--- src/rtl/fetch_buffer_pkg.sv ---
// Shared types and constants for the instruction-fetch buffer.
package fetch_buffer_pkg;
    localparam int XLEN = 32;
    localparam logic [XLEN-1:0] NOP_INSTR = 32'h0000_0013;

    typedef struct packed {
        logic [XLEN-1:0] instr;
        logic [XLEN-1:0] pc;
    } fetch_entry_t;
endpackage

--- src/rtl/fetch_fifo.sv ---
// DEPTH-entry circular queue of fetched {instr, pc} pairs; clear wins over push/pop.
module fetch_fifo
    import fetch_buffer_pkg::*;
#(
    parameter int DEPTH = 2,
    localparam int PW = (DEPTH > 1) ? $clog2(DEPTH) : 1,
    localparam int CW = $clog2(DEPTH + 1)
) (
    input  logic         clk,
    input  logic         rst_n,
    input  logic         clear_i,
    input  logic         push_i,
    input  fetch_entry_t wdata_i,
    input  logic         pop_i,
    output fetch_entry_t head_o,
    output logic [CW-1:0] count_o
);
    fetch_entry_t    mem_q [DEPTH];
    logic [PW-1:0]   rd_q, rd_d, wr_q, wr_d;
    logic [CW-1:0]   cnt_q, cnt_d;

    function automatic logic [PW-1:0] ptr_next(input logic [PW-1:0] p);
        return (p == PW'(DEPTH - 1)) ? '0 : p + PW'(1);
    endfunction

    always_comb begin
        rd_d  = rd_q;
        wr_d  = wr_q;
        cnt_d = cnt_q;
        if (clear_i) begin
            rd_d  = '0;
            wr_d  = '0;
            cnt_d = '0;
        end else begin
            if (push_i) wr_d = ptr_next(wr_q);
            if (pop_i)  rd_d = ptr_next(rd_q);
            if (push_i && !pop_i)      cnt_d = cnt_q + CW'(1);
            else if (pop_i && !push_i) cnt_d = cnt_q - CW'(1);
        end
    end

    always_ff @(posedge clk or negedge rst_n) begin
        if (!rst_n) begin
            rd_q  <= '0;
            wr_q  <= '0;
            cnt_q <= '0;
        end else begin
            rd_q  <= rd_d;
            wr_q  <= wr_d;
            cnt_q <= cnt_d;
        end
    end

    // Storage is deliberately not reset; count gates visibility.
    always_ff @(posedge clk) begin
        if (push_i && !clear_i) mem_q[wr_q] <= wdata_i;
    end

    assign head_o  = mem_q[rd_q];
    assign count_o = cnt_q;

    a_no_overflow: assert property (@(posedge clk) disable iff (!rst_n)
        !(push_i && !pop_i && !clear_i && cnt_q == CW'(DEPTH)));
endmodule

--- src/rtl/fetch_buffer.sv ---
// Fetch buffer: issues PCs to a 1-cycle imem, queues returns, hands them to decode.
module fetch_buffer
    import fetch_buffer_pkg::*;
#(
    parameter int              DEPTH = 2,
    parameter logic [XLEN-1:0] NOP   = NOP_INSTR
) (
    input  logic            clk,
    input  logic            rst_n,
    input  logic [XLEN-1:0] fetch_pc,
    input  logic            flush,
    output logic            imem_req,
    output logic [XLEN-1:0] imem_addr,
    input  logic [XLEN-1:0] imem_rdata,
    output logic            stall,
    output logic            dec_valid,
    output logic [XLEN-1:0] dec_instr,
    output logic [XLEN-1:0] dec_pc,
    input  logic            dec_ready
);
    localparam int CW = $clog2(DEPTH + 1);

    logic            inflight_q, inflight_d;
    logic [XLEN-1:0] inflight_pc_q, inflight_pc_d;
    logic [CW-1:0]   count;
    logic [CW:0]     occupancy;
    logic            pop, push;
    fetch_entry_t    head, wentry;

    assign pop  = dec_valid & dec_ready & ~flush;
    assign push = inflight_q & ~flush;

    // Reserve a slot for the response already in flight; a same-cycle pop frees one.
    assign occupancy = {1'b0, count} + (CW+1)'(inflight_q) - (CW+1)'(pop);
    assign stall     = ~flush & (occupancy >= (CW+1)'(DEPTH));
    assign imem_req  = ~stall & rst_n;
    assign imem_addr = fetch_pc;

    always_comb begin
        inflight_d    = imem_req;
        inflight_pc_d = inflight_pc_q;
        if (imem_req) inflight_pc_d = fetch_pc;
    end

    always_ff @(posedge clk or negedge rst_n) begin
        if (!rst_n) begin
            inflight_q    <= 1'b0;
            inflight_pc_q <= '0;
        end else begin
            inflight_q    <= inflight_d;
            inflight_pc_q <= inflight_pc_d;
        end
    end

    assign wentry.instr = imem_rdata;
    assign wentry.pc    = inflight_pc_q;

    fetch_fifo #(.DEPTH(DEPTH)) u_fifo (
        .clk     (clk),
        .rst_n   (rst_n),
        .clear_i (flush),
        .push_i  (push),
        .wdata_i (wentry),
        .pop_i   (pop),
        .head_o  (head),
        .count_o (count)
    );

    assign dec_valid = (count != '0);
    assign dec_instr = dec_valid ? head.instr : NOP;
    assign dec_pc    = dec_valid ? head.pc    : '0;
endmodule
--- config.mk ---
export PLATFORM = sky130hd
export DESIGN_NAME = fetch_buffer
export DESIGN_NICKNAME = d
export VERILOG_FILES = /design/src/rtl/fetch_buffer_pkg.sv /design/src/rtl/fetch_fifo.sv /design/src/rtl/fetch_buffer.sv
export SDC_FILE = /design/constraint.sdc
export NUM_CORES = 1
export LEC_CHECK = 0
export BUFFER_PORTS_ARGS = -buffer_cell sky130_fd_sc_hd__buf_2
export CAP_MARGIN = 25
export CORE_MARGIN = 1.5
export CORE_UTILIZATION = 55
export DETAILED_ROUTE_END_ITERATION = 10
export HOLD_SLACK_MARGIN = 0.02
export PLACE_DENSITY = 0.89
export SLEW_MARGIN = 20
export SYNTH_ARGS = -nofsm -noshare
export SYNTH_HDL_FRONTEND = slang
export SYNTH_SLANG_ARGS = --single-unit
--- constraint.sdc ---
create_clock -name clk -period 4.15 [get_ports clk]
set_clock_uncertainty 0.15 [all_clocks]
set_input_delay 0.415 -clock clk [delete_from_list [all_inputs] [get_ports clk]]
set_output_delay 0.415 -clock clk [all_outputs]
set_load 0.01 [all_outputs]
==> results of run 1 <==
-- stage by stage --
stage          cells  area (um^2)  power, mW  setup WS, ns
2_1_floorplan    561         7760       2.58        0.0979
3_3_place_gp     840         8440       2.74         0.995
3_5_place_dp     842         8490       2.80         0.991
4_1_cts          889         9220       4.33         0.520
5_1_grt          891         9240       4.48         0.327
6_report         891         9240       4.30         0.515
-- sequential cells by signal, summed over array words and instances (netlist names) --
signal	count
u_fifo.mem_q	128
inflight_q	1
u_fifo.rd_q	1
inflight_pc_q	32
u_fifo.wr_q	1
u_fifo.count_o	2
-- worst max path at each step --
stage / cells after the start / from / endpoint / slack (ns)
floorplan: 3 / flush / u_fifo.mem_q[0][0] / 0.1
global placement: 8 / u_fifo.count_o[1] / inflight_pc_q[3] / 1.0
detailed placement: 9 / u_fifo.count_o[1] / imem_req / 0.99
CTS: 9 / u_fifo.count_o[1] / imem_req / 0.52
global route: 9 / u_fifo.count_o[1] / imem_req / 0.33
finish: 9 / u_fifo.count_o[1] / imem_req / 0.52
-- routing by layer --
layer	vias up	track usage, %
li1	2357	-
met1	2410	27.0
met2	194	36.1
met3	25	4.40
met4	0	9.34
met5	-	0
-- synth_stat cells (3+ instances only) --
cell type | number | area share, %
nor2_1 | 69 | 3.3
mux2i_1 | 65 | 8.4
o21ai_0 | 3 | 0.19
o211ai_1 | 32 | 3.1
buf_2 | 16 | 1.0
nand2_1 | 3 | 0.15
a221oi_2 | 30 | 5.8
nand3b_1 | 65 | 6.3
edfxtp_1 | 128 | 50
inv_1 | 6 | 0.29
buf_6 | 4 | 0.58
clkbuf_1 | 9 | 0.44
dfrtp_1 | 37 | 12
buf_4 | 46 | 4.5
nor2b_1 | 33 | 2.7
-- power by group through the flow --
stage	sequential (mW)	clock [mW]	combinational (mW)
detailed placement	2.15	0	0.655
finish	2.12	1.52	0.666
floorplan	2.10	0	0.477
global route	2.13	1.61	0.731
global placement	2.14	0	0.600
CTS	2.11	1.54	0.670
-- cells by family after synthesis --
family / Yosys count / synth area share, %
fa+ha+maj: 2 / 0.419
xor+xnor: 3 / 0.435
compound gates: 71 / 9.71
simple gates: 174 / 12.8
mux: 65 / 8.38
flops: 165 / 61.5
buf+inv: 81 / 6.79
-- worst register-to-register path, cell delays in order (launching register included) --
cell	delay (ns)
dfrtp_1	0.52
o21ai_0	0.38
nor2_1	0.08
ha_1	0.28
nor2b_1	0.05
fa_1	0.45
xnor2_4	0.18
buf_4	0.56
nand3b_1	0.18
o211ai_1	0.16
-- area by class of cell --
class / count / share of cell area (%)
diodes: 1 / 0.0271
repair buffers: 192 / 12.2
well taps: 180 / 2.44
clock inverters: 14 / 1.65
multi-input cells: 315 / 27.1
clock buffers: 18 / 4.65
flip-flops and latches: 165 / 51.7
inverters: 6 / 0.244
==> metrics.md, run 1 <==
| Metric | Value |
|---|---|
| Pin count of the biggest net entering global routing | 65 |
| DRT antenna net count | 0 |
| DIE WIDTH | 122 um |
| Setup_tns | 0 ns |
| Hold slack | 0.0360 ns |
| Worst Reg-to-Reg Cells | 9 |
| Layout overhead on the synthesized area | 19.0% |
| Data required time of the critical path | 3.59 ns |
| LEAKAGE | 3.43 nW |
| Post-DR wirelength/cell | 17.4 um |
| CP Launch Type | flip-flop |
| Syn Area/Cell | 13.8 um^2 |
| Status | finished clean |
| Commonest non-fill, non-tap cell in the layout | buf_2 |
| Clk slew on worst S/H paths | 0.06 ns |
| I/O Buffers | 166 |
| IO Count | 167 |
| Slew Limit Fails | 0 |
| Crit share post-route | 87.6% |
| Share of cells above drive strength 1 | 34.5% |
| Fin. Hold Viols | 0 |
| NumNets Final | 767 |
| Hold Buf Count CTS | 15 |
| Register area | 0.00477 mm^2 |
| Met3 wire len | 949 um |
| Main synth FF type | edfxtp_1 |
| Routed vias | 4986 |
| Final Wtd Congestion | 0.734 |
| Overall Global Routing Usage | 21.5% |
| CTS buffer count | 17 |
| Reg2reg start | u_fifo.count_o[1] |
| Fill count | 979 |
| # Post-CTS Setup Buffers | 0 |
| Core area | 0.0138 mm^2 |
| WP buf/inv | 2 |
| Multi-input gate area | 0.00250 mm^2 |
| Crit. End Element | output pin |
| Gate power share | 15.5% |
| Synthesized flop and latch total | 165 |
| Met1 wire length | 6530 um |
| CP max FO | 33 |
| Clock root buffer | clkbuf_16 |
| R2R Setup Slk | 1.05 ns |
| Synth Cell Area | 0.00776 mm^2 |
| Crit-path cells | o21ai_0, nor2_1, ha_1, nor2b_1, fa_1, buf_4, nor2_1, o21a_1, buf_2 |
| Die ar. | 0.0148 mm^2 |
| Total wire length | 15500 um |
| Vias in the first global route | 4680 |
| Die Y-Extent | 122 um |
| Slew headroom | 48.1% |
| Final count of negative-setup-slack endpoints | 0 |
| Syn Inst Count | 561 |
| Most common cell on crit path | nor2_1 |
| Post-synthesis cell type count | 29 |
| First-pass GRT wire length | 23900 um |
| Util after Layout | 66.8% |
| Crit Path Class | flip-flop to output pin |
| Post-detail-place hpwl | 9810 um |
| Family with the most delay on the worst path | adder cells |
| Max VDD drop | 0.285 mV |
| Sequential area share after synthesis | 61.5% |
| DRT Pass-1 Iters | 6 |
| Hold Crit Endpoint | u_fifo.mem_q[1][57] |
| H-tree depth | 4 |
| Buffers from clock root to sink, at most | 2 |
| Residual DRC count | 0 |
| Worst hold path class | primary input to flip-flop |
| MaxCap Viol Count | 0 |
| Grt total ovfl | 0 |
| Clk pwr share | 35.3% |
| Net Switching | 1.13 mW |
| F_max | 275 MHz |
| Slowest stage delay, CP | 0.52 ns |
| Antenna violations before repair | 1 |
| Slew @ Worst Pin | 0.776 ns |
| Switching Share | 26.3% |
| Top sig layer | met4 |
| Initial Utilization | 56.1% |
| FF-to-FF End | inflight_pc_q[18] |
| RSZ-0062 raised after global routing | false |
| Hold Startpoint | imem_rdata[25] |
| Most frequent cells in the layout | 165 x buf_2, 128 x edfxtp_1, 66 x nor2_1, 65 x mux2i_1, 65 x nand3b_1 |
| Power Dens Cells | 465 mW/mm^2 |
| Post-CTS Resized | 0 |
| Sequential power share | 49.2% |
| Worst Path Arrival | 3.07 ns |
| Crit-path slowest cell | dfrtp_1 |
| Clock Latency Late Sink | 0.42 ns |
| Cell row count | 43 |
| Clk sink count | 165 |
| Synthesized Nets | 631 |
| Met2 wire len | 7780 um |
| Ys async rst share | 22.4% |
| Hold Crit Depth | 1 |
| CTS tree | built |
| P_int | 3.17 mW |
| Initial DRC count | 388 |
| Post-synth EDFFs | 128 |
| Vias/cell | 5.60 |
| YS warnings | 0 |
| Minimum clock period | 3.63 ns |
Power figures use the tool's default switching activity.
==> inputs of run 2 (changes only) <==
- CORE_MARGIN: 1.5 -> 4
- REMOVE_ABC_BUFFERS: not set -> 1
==> metrics.md, run 2 (synthesized netlist as in run 1, its figures left out) <==
| Metric | Value |
|---|---|
| Gate power share | 15.7% (was 15.5%) |
| Met3 wire len | 1050 um (was 949 um) |
| I/O Buffers | 166 (unchanged) |
| Max VDD drop | 0.247 mV (was 0.285 mV) |
| Total wire length | 16000 um (was 15500 um) |
| NumNets Final | 754 (was 767) |
| Final Wtd Congestion | 0.764 (was 0.734) |
| Multi-input gate area | 0.00250 mm^2 (unchanged) |
| Cell row count | 43 (unchanged) |
| Met1 wire length | 6600 um (was 6530 um) |
| DRT antenna net count | 0 (unchanged) |
| Status | finished clean (unchanged) |
| RSZ-0062 raised after global routing | false (unchanged) |
| Slew @ Worst Pin | 0.897 ns (was 0.776 ns) |
| P_int | 3.05 mW (was 3.17 mW) |
| Slew Limit Fails | 0 (unchanged) |
| Clk pwr share | 34.1% (was 35.3%) |
| Net Switching | 1.15 mW (was 1.13 mW) |
| CTS buffer count | 17 (unchanged) |
| Clk slew on worst S/H paths | 0.06 ns (about the same) |
| Clock Latency Late Sink | 0.42 ns (about the same) |
| Vias in the first global route | 5040 (was 4680) |
| Final count of negative-setup-slack endpoints | 0 (unchanged) |
| Met2 wire len | 7960 um (was 7780 um) |
| Worst Path Arrival | 2.99 ns (was 3.07 ns) |
| Crit. End Element | output pin (unchanged) |
| Die ar. | 0.0161 mm^2 (was 0.0148 mm^2) |
| Commonest non-fill, non-tap cell in the layout | buf_2 (unchanged) |
| # Post-CTS Setup Buffers | 0 (unchanged) |
| Routed vias | 5008 (was 4986) |
| Pin count of the biggest net entering global routing | 65 (unchanged) |
| Fill count | 1009 (was 979) |
| Share of cells above drive strength 1 | 35.0% (was 34.5%) |
| Buffers from clock root to sink, at most | 2 (unchanged) |
| Clock root buffer | clkbuf_16 (unchanged) |
| H-tree depth | 4 (unchanged) |
| Initial Utilization | 56.1% (unchanged) |
| Top sig layer | met4 (unchanged) |
| Overall Global Routing Usage | 20.1% (was 21.5%) |
| Crit Path Class | flip-flop to output pin (unchanged) |
| Number of diodes | 0 (was 1) |
| Post-DR wirelength/cell | 18.2 um (was 17.4 um) |
| Overall power | 4.20 mW (was 4.30 mW) |
| Core area | 0.0138 mm^2 (unchanged) |
| Final worst slack | 0.595 ns (was 0.515 ns) |
| Grt total ovfl | 0 (unchanged) |
| Register area | 0.00477 mm^2 (unchanged) |
| Data required time of the critical path | 3.59 ns (about the same) |
| MaxCap Viol Count | 0 (unchanged) |
| Sequential power share | 50.2% (was 49.2%) |
| Max FFs per register | 128 (unchanged) |
| First-pass GRT wire length | 25500 um (was 23900 um) |
| Most frequent cells in the layout | 165 x buf_2, 128 x edfxtp_1, 66 x nor2_1, 65 x mux2i_1, 65 x nand3b_1 (unchanged) |
| Hold Buf Count CTS | 4 (was 15) |
| Switching Share | 27.4% (was 26.3%) |
| DRT Pass-1 Iters | 7 (was 6) |
| CTS tree | built (unchanged) |
| Clk sink count | 165 (unchanged) |
| Post-detail-place hpwl | 10200 um (was 9810 um) |
| CP max FO | 33 (unchanged) |
| DIE WIDTH | 127 um (was 122 um) |
| Vias/cell | 5.71 (was 5.60) |
| Antenna violations before repair | 0 (was 1) |
| Fin. Hold Viols | 0 (unchanged) |
| LEAKAGE | 3.37 nW (was 3.43 nW) |
| Slew headroom | 40.0% (was 48.1%) |
| Die Y-Extent | 127 um (was 122 um) |
| IO Count | 167 (unchanged) |
| Worst hold path class | primary input to flip-flop (unchanged) |
| Minimum clock period | 3.56 ns (was 3.63 ns) |
| Crit share post-route | 85.7% (was 87.6%) |
| Dpl ws | 1.05 ns (was 0.991 ns) |
| Post-CTS Resized | 0 (unchanged) |
| Initial DRC count | 292 (was 388) |
| Power Dens Cells | 463 mW/mm^2 (was 465 mW/mm^2) |
| Layout overhead on the synthesized area | 17.0% (was 19.0%) |
| Largest Register | u_fifo.mem_q (unchanged) |
| Residual DRC count | 0 (unchanged) |
| F_max | 281 MHz (was 275 MHz) |
| Setup_tns | 0 ns (unchanged) |
| CP Launch Type | flip-flop (unchanged) |
-- run 2: path summary, 6_finish.rpt --
| path | from | end | slack (ns) | cells after the start |
|---|---|---|---|---|
| setup / recovery | u_fifo.count_o[1] | imem_req | 0.59 | 9 |
| hold / removal | imem_rdata[0] | u_fifo.mem_q[0][32] | 0.04 | 1 |
| setup reg to reg | u_fifo.count_o[1] | inflight_pc_q[3] | 1.03 | 9 |
| hold reg to reg | inflight_pc_q[22] | u_fifo.mem_q[0][22] | 0.39 | 0 |
| max in group asynchronous | rst_n | inflight_pc_q[12] | 2.52 | 3 |
| min in group asynchronous | rst_n | inflight_pc_q[13] | 0.41 | 2 |
-- run 2: area by class of cell --
class                   instances  area share (%)
clock buffers                  17            4.69
clock inverters                15            1.31
inverters                       6           0.248
multi-input cells             315            27.6
flip-flops and latches        165            52.6
well taps                     180            2.48
repair buffers                179            11.1
-- run 2: through the flow --
stage | hold slack (ns) | instances | cell area (um^2) | utilization, %
6_report | 0.0383 | 877 | 9080 | 65.6
5_1_grt | 0.0227 | 877 | 9080 | 65.6
4_1_cts | 0.0202 | 877 | 9080 | 65.6
3_5_place_dp | 0.311 | 841 | 8490 | 61.4
3_3_place_gp | 0.302 | 839 | 8440 | 61.0
2_1_floorplan | -0.0306 | 486 | 7260 | -
-- run 2: critical path: stages (launching register included) --
cell,delay (ns)
dfrtp_1,0.53
o21ai_0,0.35
nor2_1,0.07
ha_1,0.27
nor2b_1,0.15
fa_1,0.45
buf_4,0.26
nor2_1,0.20
o21a_1,0.15
buf_2,0.13
-- run 2: power by group through the flow --
stage          combinational [mW]  clock, mW  sequential (mW)
3_5_place_dp                0.660          0             2.14
6_report                    0.659       1.43             2.11
2_1_floorplan               0.394          0             2.12
5_1_grt                     0.725       1.53             2.13
3_3_place_gp                0.605          0             2.14
4_1_cts                     0.666       1.46             2.11
-- run 2: metal layers --
metal,vias to the layer above,GRT usage (%)
met3,39,4.29
met4,0,8.90
li1,2320,-
met2,214,34.3
met1,2435,24.6
met5,-,0
==> inputs of run 3 (changes only) <==
- CORE_MARGIN: 4 -> 3
- PLACE_DENSITY: 0.89 -> 0.91
==> metrics.md, run 3 (synthesized netlist as in run 1, its figures left out) <==
| Metric | Value |
|---|---|
| Commonest non-fill, non-tap cell in the layout | buf_2 (unchanged) |
| DIE WIDTH | 125 um (was 127 um) |
| CTS buffer count | 17 (unchanged) |
| Clock root buffer | clkbuf_16 (unchanged) |
| H-tree depth | 4 (unchanged) |
| Share of cells above drive strength 1 | 34.7% (was 35.0%) |
| Largest Register | u_fifo.mem_q (unchanged) |
| Clock Latency Late Sink | 0.42 ns (about the same) |
| # Post-CTS Setup Buffers | 0 (unchanged) |
| Minimum clock period | 3.60 ns (was 3.56 ns) |
| Crit-path cells | o21ai_0, nor2_1, ha_1, nor2b_1, fa_1, buf_4, nor2_1, o21a_1, buf_2 (unchanged) |
| CTS tree | built (unchanged) |
| IO Count | 167 (unchanged) |
| Final worst slack | 0.549 ns (was 0.595 ns) |
| Pin count of the biggest net entering global routing | 65 (unchanged) |
| Final count of negative-setup-slack endpoints | 0 (unchanged) |
| Vias/cell | 5.67 (was 5.71) |
| Core area | 0.0135 mm^2 (was 0.0138 mm^2) |
| F_max | 278 MHz (was 281 MHz) |
| Power Dens Cells | 473 mW/mm^2 (was 463 mW/mm^2) |
| DRT antenna net count | 0 (unchanged) |
| Util after Layout | 68.1% (was 65.6%) |
| Post-CTS Resized | 0 (unchanged) |
| Clk sink count | 165 (unchanged) |
| Dpl ws | 0.990 ns (was 1.05 ns) |
| Hold Buf Count CTS | 8 (was 4) |
| Layout overhead on the synthesized area | 18.6% (was 17.0%) |
| Initial Utilization | 57.5% (was 56.1%) |
| Total wire length | 15800 um (was 16000 um) |
| Max VDD drop | 0.315 mV (was 0.247 mV) |
| Hold slack | 0.0450 ns (was 0.0383 ns) |
| Initial DRC count | 379 (was 292) |
| R2R Setup Slk | 1.01 ns (was 1.03 ns) |
| Vias in the first global route | 4975 (was 5040) |
| MaxCap Viol Count | 0 (unchanged) |
| Slew @ Worst Pin | 0.927 ns (was 0.897 ns) |
| Post-DR wirelength/cell | 18.0 um (was 18.2 um) |
| Die ar. | 0.0156 mm^2 (was 0.0161 mm^2) |
| CP Launch Type | flip-flop (unchanged) |
| Status | finished clean (unchanged) |
| I/O Buffers | 166 (unchanged) |
| Antenna violations before repair | 0 (unchanged) |
| Setup_tns | 0 ns (unchanged) |
| Slew Limit Fails | 0 (unchanged) |
| Grt total ovfl | 0 (unchanged) |
| RSZ-0062 raised after global routing | false (unchanged) |
| NumNets Final | 761 (was 754) |
| Post-detail-place hpwl | 10100 um (was 10200 um) |
| Overall power | 4.35 mW (was 4.20 mW) |
| Crit Path Class | flip-flop to output pin (unchanged) |
| Crit-path slowest cell | dfrtp_1 (unchanged) |
| DRT Pass-1 Iters | 5 (was 7) |
| Most common cell on crit path | nor2_1 (unchanged) |
| Worst Path Arrival | 3.04 ns (was 2.99 ns) |
| First-pass GRT wire length | 25500 um (about the same) |
| Max FFs per register | 128 (unchanged) |
| Residual DRC count | 0 (unchanged) |
| Number of diodes | 0 (unchanged) |
| CP max FO | 33 (unchanged) |
| Die Y-Extent | 125 um (was 127 um) |
| Routed vias | 4989 (was 5008) |
| Fin. Hold Viols | 0 (unchanged) |
| Slowest stage delay, CP | 0.52 ns (was 0.53 ns) |
| Final Wtd Congestion | 0.834 (was 0.764) |
| Overall Global Routing Usage | 20.6% (was 20.1%) |
| LEAKAGE | 3.43 nW (was 3.37 nW) |
| Cell row count | 42 (was 43) |
| Crit share post-route | 86.8% (was 85.7%) |
| Slew headroom | 38.0% (was 40.0%) |
| Worst hold path class | primary input to flip-flop (unchanged) |
| Crit. End Element | output pin (unchanged) |
| Most frequent cells in the layout | 165 x buf_2, 128 x edfxtp_1, 66 x nor2_1, 65 x mux2i_1, 65 x nand3b_1 (unchanged) |
| Buffers from clock root to sink, at most | 2 (unchanged) |
| Clk slew on worst S/H paths | 0.06 ns (about the same) |
| Data required time of the critical path | 3.59 ns (about the same) |
[run 3: cell count changes in the layout (fill, tap and decap cells not counted)]
cell,previous run,this run
inv_6,7,2
buf_4,6,7
dlygate4sd3_1,4,10
bufinv_16,0,3
clkinvlp_4,2,3
clkinv_4,2,3
clkinv_1,1,2
clkinv_2,2,1
[run 3: layer usage]
metal / part of all wire, % / GRT usage [%] / vias to the layer above
li1: - / - / 2332
met2: 53 / 36.0 / 206
met3: 6.7 / 4.76 / 8
met4: 0.60 / 6.58 / 0
met5: 0 / 0 / -
met1: 40 / 25.3 / 2443
[run 3: worst paths after layout]
kind,from,end,cells after the start
max in group asynchronous,rst_n,inflight_q,3
worst min-delay path,imem_rdata[14],u_fifo.mem_q[1][46],1
min in group asynchronous,rst_n,inflight_pc_q[7],2
worst max-delay path,u_fifo.count_o[1],imem_req,9
worst min register to register,inflight_pc_q[3],u_fifo.mem_q[1][3],0
worst max register to register,u_fifo.count_o[1],inflight_pc_q[4],9
[run 3: final cells by class]
type                       instances  area, um^2
clock buffer                      17         425
clock inverter                    15         180
fill                             922        4310
inverter                           6        22.5
multi-input combinational        315        2500
sequential                       165        4770
tap                              176         220
timing repair buffer             186        1070
[run 3: through the flow]
stage	cell area, um^2	instances
after global placement	8440	836
after global routing	9200	880
after CTS	9180	878
final	9200	880
after floorplan	7260	486
after detailed placement	8490	838
[run 3: power by group]
group | internal [mW] | switching, mW | total [mW]
clock network | 0.950 | 0.624 | 1.57
registers | 1.98 | 0.138 | 2.12
logic | 0.300 | 0.361 | 0.660
total | 3.23 | 1.12 | 4.35
[run 3: critical path: cells and delay by family, from the launching register on]
family	cells	cell delay [ns]
fa+ha+maj	2	0.73
compound gates	2	0.53
flops	1	0.52
simple gates	3	0.43
buf+inv	2	0.39
